## config.mk

```make
export PLATFORM = sky130hd
export DESIGN_NAME = apb_nslave_master_flat
export DESIGN_NICKNAME = d
export VERILOG_FILES = /design/src/rtl/apb_nslave_master_if.sv /design/src/rtl/apb_nslave_master.sv /design/src/flat_wrapper.sv
export SDC_FILE = /design/constraint.sdc
export NUM_CORES = 1
export LEC_CHECK = 0
export CAP_MARGIN = 20
export CORE_MARGIN = 3
export CORE_UTILIZATION = 40
export DETAILED_ROUTE_END_ITERATION = 12
export GPL_TIMING_DRIVEN = 1
export PLACE_DENSITY = 0.85
export SLEW_MARGIN = 15
export SYNTH_ARGS = -nofsm -noshare
export SYNTH_HDL_FRONTEND = slang
export SYNTH_SLANG_ARGS = --single-unit
```

## constraint.sdc

```tcl
create_clock -name pclk -period 5 [get_ports pclk]
set_clock_uncertainty 0.1 [all_clocks]
set_input_delay 0.75 -clock pclk [delete_from_list [all_inputs] [get_ports pclk]]
set_output_delay 0.75 -clock pclk [all_outputs]
set_load 0.02 [all_outputs]
```

## src/rtl/apb_nslave_master_if.sv

```systemverilog
// Command-port and APB bus signals for the N-slave APB master bridge.
// The master modport is the bridge view; the slave modport is the environment view.
interface apb_nslave_master_if #(
    parameter int AW         = 32,
    parameter int DW         = 32,
    parameter int NUM_SLAVES = 4
);
    logic                     transfer;
    logic                     read_write;
    logic [AW-1:0]            cmd_addr;
    logic [DW-1:0]            cmd_wdata;
    logic                     cmd_ready;
    logic                     rsp_valid;
    logic [DW-1:0]            rsp_rdata;
    logic                     rsp_err;
    logic [AW-1:0]            paddr;
    logic [NUM_SLAVES-1:0]    psel;
    logic                     penable;
    logic                     pwrite;
    logic [DW-1:0]            pwdata;
    logic [NUM_SLAVES*DW-1:0] prdata;
    logic [NUM_SLAVES-1:0]    pready;
    logic [NUM_SLAVES-1:0]    pslverr;

    modport master (
        input  transfer, read_write, cmd_addr, cmd_wdata, prdata, pready, pslverr,
        output cmd_ready, rsp_valid, rsp_rdata, rsp_err, paddr, psel, penable, pwrite, pwdata
    );

    modport slave (
        output transfer, read_write, cmd_addr, cmd_wdata, prdata, pready, pslverr,
        input  cmd_ready, rsp_valid, rsp_rdata, rsp_err, paddr, psel, penable, pwrite, pwdata
    );
endinterface

```

## src/rtl/apb_nslave_master.sv

```systemverilog
// APB master bridge: one command at a time, routed to one of NUM_SLAVES slaves by the
// top address bits, with wait-state, slave-error, decode-error and timeout handling.
module apb_nslave_master #(
    parameter int AW         = 32,
    parameter int DW         = 32,
    parameter int NUM_SLAVES = 4,
    parameter int SEL_BITS   = 2,
    parameter int TIMEOUT    = 16
) (
    input  logic                 pclk,
    input  logic                 presetn,
    apb_nslave_master_if.master  bus
);
    localparam int TW = (TIMEOUT > 0) ? $clog2(TIMEOUT + 1) : 1;
    localparam logic [TW-1:0] TO_LAST = (TIMEOUT > 0) ? TW'(TIMEOUT - 1) : {TW{1'b0}};

    typedef enum logic [1:0] {
        ST_IDLE   = 2'd0,
        ST_SETUP  = 2'd1,
        ST_ACCESS = 2'd2
    } state_t;

    state_t                r_state;
    logic                  r_cmd_ready;
    logic [AW-1:0]         r_paddr;
    logic [NUM_SLAVES-1:0] r_psel;
    logic                  r_penable;
    logic                  r_pwrite;
    logic [DW-1:0]         r_pwdata;
    logic                  r_rsp_valid;
    logic [DW-1:0]         r_rsp_rdata;
    logic                  r_rsp_err;
    logic [TW-1:0]         r_wait_cnt;

    logic [SEL_BITS-1:0]   w_idx;
    logic [NUM_SLAVES-1:0] w_psel_dec;
    logic                  w_dec_ok;
    logic                  w_ready;
    logic                  w_slverr;
    logic [DW-1:0]         w_prdata;

    assign w_idx = bus.cmd_addr[AW-1 -: SEL_BITS];

    // Slave-index decode; an index with no matching slave leaves the one-hot empty.
    always_comb begin
        w_psel_dec = {NUM_SLAVES{1'b0}};
        for (int i = 0; i < NUM_SLAVES; i++) begin
            w_psel_dec[i] = (w_idx == SEL_BITS'(i));
        end
        w_dec_ok = |w_psel_dec;
    end

    // Response mux: only the currently selected slave contributes, others are masked off.
    always_comb begin
        w_ready  = 1'b0;
        w_slverr = 1'b0;
        w_prdata = {DW{1'b0}};
        for (int i = 0; i < NUM_SLAVES; i++) begin
            w_ready  = w_ready  | (bus.pready[i]  & r_psel[i]);
            w_slverr = w_slverr | (bus.pslverr[i] & r_psel[i]);
            w_prdata = w_prdata | (bus.prdata[i*DW +: DW] & {DW{r_psel[i]}});
        end
    end

    // Transfer FSM with all bus and response outputs registered.
    always_ff @(posedge pclk or negedge presetn) begin
        if (!presetn) begin
            r_state     <= ST_IDLE;
            r_cmd_ready <= 1'b1;
            r_paddr     <= {AW{1'b0}};
            r_psel      <= {NUM_SLAVES{1'b0}};
            r_penable   <= 1'b0;
            r_pwrite    <= 1'b0;
            r_pwdata    <= {DW{1'b0}};
            r_rsp_valid <= 1'b0;
            r_rsp_rdata <= {DW{1'b0}};
            r_rsp_err   <= 1'b0;
            r_wait_cnt  <= {TW{1'b0}};
        end else begin
            r_rsp_valid <= 1'b0;
            case (r_state)
                ST_IDLE: begin
                    if (bus.transfer) begin
                        r_paddr  <= bus.cmd_addr;
                        r_pwrite <= bus.read_write;
                        r_pwdata <= bus.cmd_wdata;
                        if (w_dec_ok) begin
                            r_psel      <= w_psel_dec;
                            r_penable   <= 1'b0;
                            r_cmd_ready <= 1'b0;
                            r_state     <= ST_SETUP;
                        end else begin
                            // Decode error: answer straight from IDLE, no bus cycle.
                            r_rsp_valid <= 1'b1;
                            r_rsp_err   <= 1'b1;
                            r_rsp_rdata <= {DW{1'b0}};
                            r_state     <= ST_IDLE;
                        end
                    end else begin
                        r_state <= ST_IDLE;
                    end
                end
                ST_SETUP: begin
                    r_penable  <= 1'b1;
                    r_wait_cnt <= {TW{1'b0}};
                    r_state    <= ST_ACCESS;
                end
                ST_ACCESS: begin
                    if (w_ready) begin
                        r_psel      <= {NUM_SLAVES{1'b0}};
                        r_penable   <= 1'b0;
                        r_cmd_ready <= 1'b1;
                        r_rsp_valid <= 1'b1;
                        r_rsp_err   <= w_slverr;
                        r_rsp_rdata <= (!r_pwrite && !w_slverr) ? w_prdata : {DW{1'b0}};
                        r_state     <= ST_IDLE;
                    end else if ((TIMEOUT != 0) && (r_wait_cnt == TO_LAST)) begin
                        r_psel      <= {NUM_SLAVES{1'b0}};
                        r_penable   <= 1'b0;
                        r_cmd_ready <= 1'b1;
                        r_rsp_valid <= 1'b1;
                        r_rsp_err   <= 1'b1;
                        r_rsp_rdata <= {DW{1'b0}};
                        r_wait_cnt  <= {TW{1'b0}};
                        r_state     <= ST_IDLE;
                    end else begin
                        r_wait_cnt <= r_wait_cnt + TW'(1);
                        r_state    <= ST_ACCESS;
                    end
                end
                default: begin
                    r_psel      <= {NUM_SLAVES{1'b0}};
                    r_penable   <= 1'b0;
                    r_cmd_ready <= 1'b1;
                    r_wait_cnt  <= {TW{1'b0}};
                    r_state     <= ST_IDLE;
                end
            endcase
        end
    end

    assign bus.cmd_ready = r_cmd_ready;
    assign bus.paddr     = r_paddr;
    assign bus.psel      = r_psel;
    assign bus.penable   = r_penable;
    assign bus.pwrite    = r_pwrite;
    assign bus.pwdata    = r_pwdata;
    assign bus.rsp_valid = r_rsp_valid;
    assign bus.rsp_rdata = r_rsp_rdata;
    assign bus.rsp_err   = r_rsp_err;
endmodule
```

## src/flat_wrapper.sv

```systemverilog
// flat-port wrapper written by rule: the top's interface ports become plain ports
module apb_nslave_master_flat 
#(
    parameter int AW         = 32,
    parameter int DW         = 32,
    parameter int NUM_SLAVES = 4,
    parameter int SEL_BITS   = 2,
    parameter int TIMEOUT    = 16
)
  (pclk, presetn, bus_transfer, bus_read_write, bus_cmd_addr, bus_cmd_wdata, bus_prdata, bus_pready, bus_pslverr, bus_cmd_ready, bus_rsp_valid, bus_rsp_rdata, bus_rsp_err, bus_paddr, bus_psel, bus_penable, bus_pwrite, bus_pwdata);
  apb_nslave_master_if #(.AW(AW), .DW(DW), .NUM_SLAVES(NUM_SLAVES)) bus_i ();
  input  logic pclk;
  input  logic presetn;
  input wire logic [$bits(bus_i.transfer)-1:0] bus_transfer;
  input wire logic [$bits(bus_i.read_write)-1:0] bus_read_write;
  input wire logic [$bits(bus_i.cmd_addr)-1:0] bus_cmd_addr;
  input wire logic [$bits(bus_i.cmd_wdata)-1:0] bus_cmd_wdata;
  input wire logic [$bits(bus_i.prdata)-1:0] bus_prdata;
  input wire logic [$bits(bus_i.pready)-1:0] bus_pready;
  input wire logic [$bits(bus_i.pslverr)-1:0] bus_pslverr;
  output wire logic [$bits(bus_i.cmd_ready)-1:0] bus_cmd_ready;
  output wire logic [$bits(bus_i.rsp_valid)-1:0] bus_rsp_valid;
  output wire logic [$bits(bus_i.rsp_rdata)-1:0] bus_rsp_rdata;
  output wire logic [$bits(bus_i.rsp_err)-1:0] bus_rsp_err;
  output wire logic [$bits(bus_i.paddr)-1:0] bus_paddr;
  output wire logic [$bits(bus_i.psel)-1:0] bus_psel;
  output wire logic [$bits(bus_i.penable)-1:0] bus_penable;
  output wire logic [$bits(bus_i.pwrite)-1:0] bus_pwrite;
  output wire logic [$bits(bus_i.pwdata)-1:0] bus_pwdata;
  assign bus_i.transfer = bus_transfer;
  assign bus_i.read_write = bus_read_write;
  assign bus_i.cmd_addr = bus_cmd_addr;
  assign bus_i.cmd_wdata = bus_cmd_wdata;
  assign bus_i.prdata = bus_prdata;
  assign bus_i.pready = bus_pready;
  assign bus_i.pslverr = bus_pslverr;
  assign bus_cmd_ready = bus_i.cmd_ready;
  assign bus_rsp_valid = bus_i.rsp_valid;
  assign bus_rsp_rdata = bus_i.rsp_rdata;
  assign bus_rsp_err = bus_i.rsp_err;
  assign bus_paddr = bus_i.paddr;
  assign bus_psel = bus_i.psel;
  assign bus_penable = bus_i.penable;
  assign bus_pwrite = bus_i.pwrite;
  assign bus_pwdata = bus_i.pwdata;
  apb_nslave_master #(.AW(AW), .DW(DW), .NUM_SLAVES(NUM_SLAVES), .SEL_BITS(SEL_BITS), .TIMEOUT(TIMEOUT)) u_core (.pclk(pclk), .presetn(presetn), .bus(bus_i));
endmodule
```

==> out/metrics.cfg <==
[outcome]
outcome=completed

[layout]
area_growth_syn_to_layout_pct=66.2
fin_nets=1029
fin_cells=997
diodes=0
layout_common_cells=clkdlybuf4s50_1 (307), nand2_1 (228), dfrtp_1 (111)
layout_commonest_cell=clkdlybuf4s50_1
stdcell_area_um2=8570
drive_gt1_share_pct=4.46

[cts]
cts_buffers=9
postCtsSetupBuffers=0
ctsResizeCount=0
cts_root_buf=clkbuf_16
clk_pin_slew_ns=0.08
cts.sinks=112
htreeDepth=3
cts_tree=done
insertion_delay_ns=0.34
clk_path_buf_depth=2
cts_hold_buf=0

[global_route]
grt.total_usage_pct=26.1
grt_pass1_wl_um=29800
grt_pass1_vias=5778
grt_overflow_total=0
antenna_found_initial=0
grt_start_max_net_pins=77

[place]
placed_cell_area_um2=8260
gp_congestion=0.862
port-buffer-count=308
dp_hpwl_um=14000
place_inst=979

[detailed_routing]
wl_per_cell_um=18.8
dr.pass1.iters=5
drt_iter0_markers=411
via_per_inst=5.31
drc=0
wl_um=18800
dr_total_vias=5290
antenna_left=0

[power_and_ir_drop]
ir_drop_mv=0.351
clkPwrFrac_pct=13.7
intPower_mw=2.84
power_frac_seq_pct=32.3
power_mw=4.89
power_per_cell_area_nw_per_um2=570
p_sw_share_pct=41.9
pwr-share-comb_pct=54.0
leakage_nw=3.84
power_switching_mw=2.05

[setup_path]
arrival_ns=2.01
start_kind=register
path_cells=buf_4 > clkdlybuf4s50_1
critPathTopFamily=buffers and inverters
slowest_delay_ns=0.67
cp_num_buf_inv=2
endpoint_kind=primary output
path_class=register to primary output
crit_required_ns=4.15
cpMaxStageDelayCell=clkdlybuf4s50_1
path_max_fanout=29

[floorplan]
dieWidth_um=120
die_area_um2=14300
die_h_um=120
row_count=40
core_area_um2=12300
ios=309
initial_core_util_pct=41.9

[logic_synthesis]
netlist_area_um2=5160
synth_top_family_by_area=compound AO/OA/AOI/OAI gates
synth_mux_area_share_pct=0
synthXorXnorAreaFrac_pct=0
synthAdderAreaFrac_pct=0.243
synth_ff_type=dfrtp_1
synth_cell_types=48
yosys_warnings=0
synth-simple-area-share_pct=19.4
synthArstFlopShare_pct=100
synth_fp_nets=743
synth_edf_count=0
synthCells=538
avgSynthCellArea_um2=9.59
ys_seq_elements=112
ys_seq_area_share_pct=54.4
synth_compound_area_share_pct=20.6

[sta]
min_period_ns=2.86
final_hold_viol_count=0
worstMarginPinSlew_ns=0.960
fmax_mhz=350
whs_ns=0.376
fin_setup_tns_ns=0
slew_viol_final=0
rsz0062_at_grt=false
post-route-period-util_pct=57.2
max_slew_margin_pct=36.0
setup_viol=0

[job]
max_cap_violations=0

[worst_hold_path]
hp-class=register to register

cell families (layout without fill, tap and decap cells):
logic type                 Yosys count  count (layout)
adders and majority gates            1               1
buffers and inverters               50             341
AOI/OAI and AO/OA                  126             126
DFF                                112             112
and+or+nand+nor                    249             249
worst paths after layout:
| kind | endpoint | from | cells past startpoint | slack (ns) |
|---|---|---|---|---|
| worst max-delay path | bus_psel[0] | u_core.bus.psel[0] | 2 | 2.14 |
| worst min-delay path | u_core.bus.paddr[8] | u_core.bus.paddr[8] | 2 | 0.38 |
| worst max register to register | u_core.bus.rsp_rdata[9] | u_core.bus.psel[0] | 5 | 2.59 |
| worst min register to register | u_core.bus.paddr[8] | u_core.bus.paddr[8] | 2 | 0.38 |
| max in group asynchronous | u_core.bus.paddr[4] | presetn | 2 | 3.30 |
| min in group asynchronous | u_core.bus.pwdata[11] | presetn | 1 | 0.44 |
flip-flops by register name, summed over array words and instances, names as in the netlist:
| register | flops |
|---|---|
| u_core.bus.psel | 4 |
| u_core.bus.rsp_valid | 1 |
| u_core.r_state | 2 |
| u_core.bus.pwdata | 32 |
| u_core.bus.paddr | 32 |
| u_core.bus.cmd_ready | 1 |
| u_core.bus.pwrite | 1 |
| u_core.r_wait_cnt | 5 |
| u_core.bus.penable | 1 |
| u_core.bus.rsp_rdata | 32 |
| u_core.bus.rsp_err | 1 |
layer usage:
metal	GRT usage (%)	vias up	wire length (um)	share of wire (%)
met5	0	-	0	0
met4	12.6	0	774	4.1
met3	10.0	45	2040	11
met2	44.5	286	9160	49
met1	28.7	2492	6820	36
li1	-	2467	-	-
stage by stage:
| step | worst slack, ns | util [%] |
|---|---|---|
| 2_1_floorplan | 3.18 | - |
| 3_3_place_gp | 2.07 | 67.1 |
| 3_5_place_dp | 2.00 | 67.1 |
| 4_1_cts | 2.14 | 69.3 |
| 5_1_grt | 2.06 | 69.6 |
| 6_report | 2.14 | 69.6 |
Yosys cell counts (all sizes together), types with 2 or more instances:
cell type / count / area [um^2]
nor3b: 2 / 20.0
nand4: 2 / 12.5
inv: 7 / 26.3
nor2: 2 / 7.51
a32oi: 5 / 43.8
a22o: 2 / 26.3
a22oi: 66 / 505
o311ai: 2 / 17.5
o31ai: 2 / 28.8
nand2: 228 / 856
nand3: 5 / 25.0
buf: 30 / 203
clkbuf: 13 / 48.8
dfrtp: 111 / 2780
a21oi: 2 / 10.0
a32o: 32 / 322
o21ai: 6 / 30.0
worst min-delay path, cell delays in order (launching register included):
cell and delay, ns:
dfrtp_1 0.35, nand2_1 0.05, nand2_1 0.05
final cells by class:
cell class | count | area, um^2
clock inverter | 6 | 45.0
fill | 920 | 3740
inverter | 7 | 26.3
tap | 168 | 210
multi-input combinational | 376 | 2080
clock buffer | 10 | 229
timing repair buffer | 318 | 3180
sequential | 112 | 2800
power groups by stage:
stage / sequential, mW / clock [mW] / combinational, mW
4_1_cts: 1.58 / 0.688 / 2.65
6_report: 1.58 / 0.669 / 2.64
5_1_grt: 1.63 / 0.727 / 2.84
2_1_floorplan: 2.00 / 0 / 0.971
3_5_place_dp: 1.58 / 0 / 2.64
3_3_place_gp: 1.56 / 0 / 2.55
Note: power is estimated with default switching activity, not from simulation.
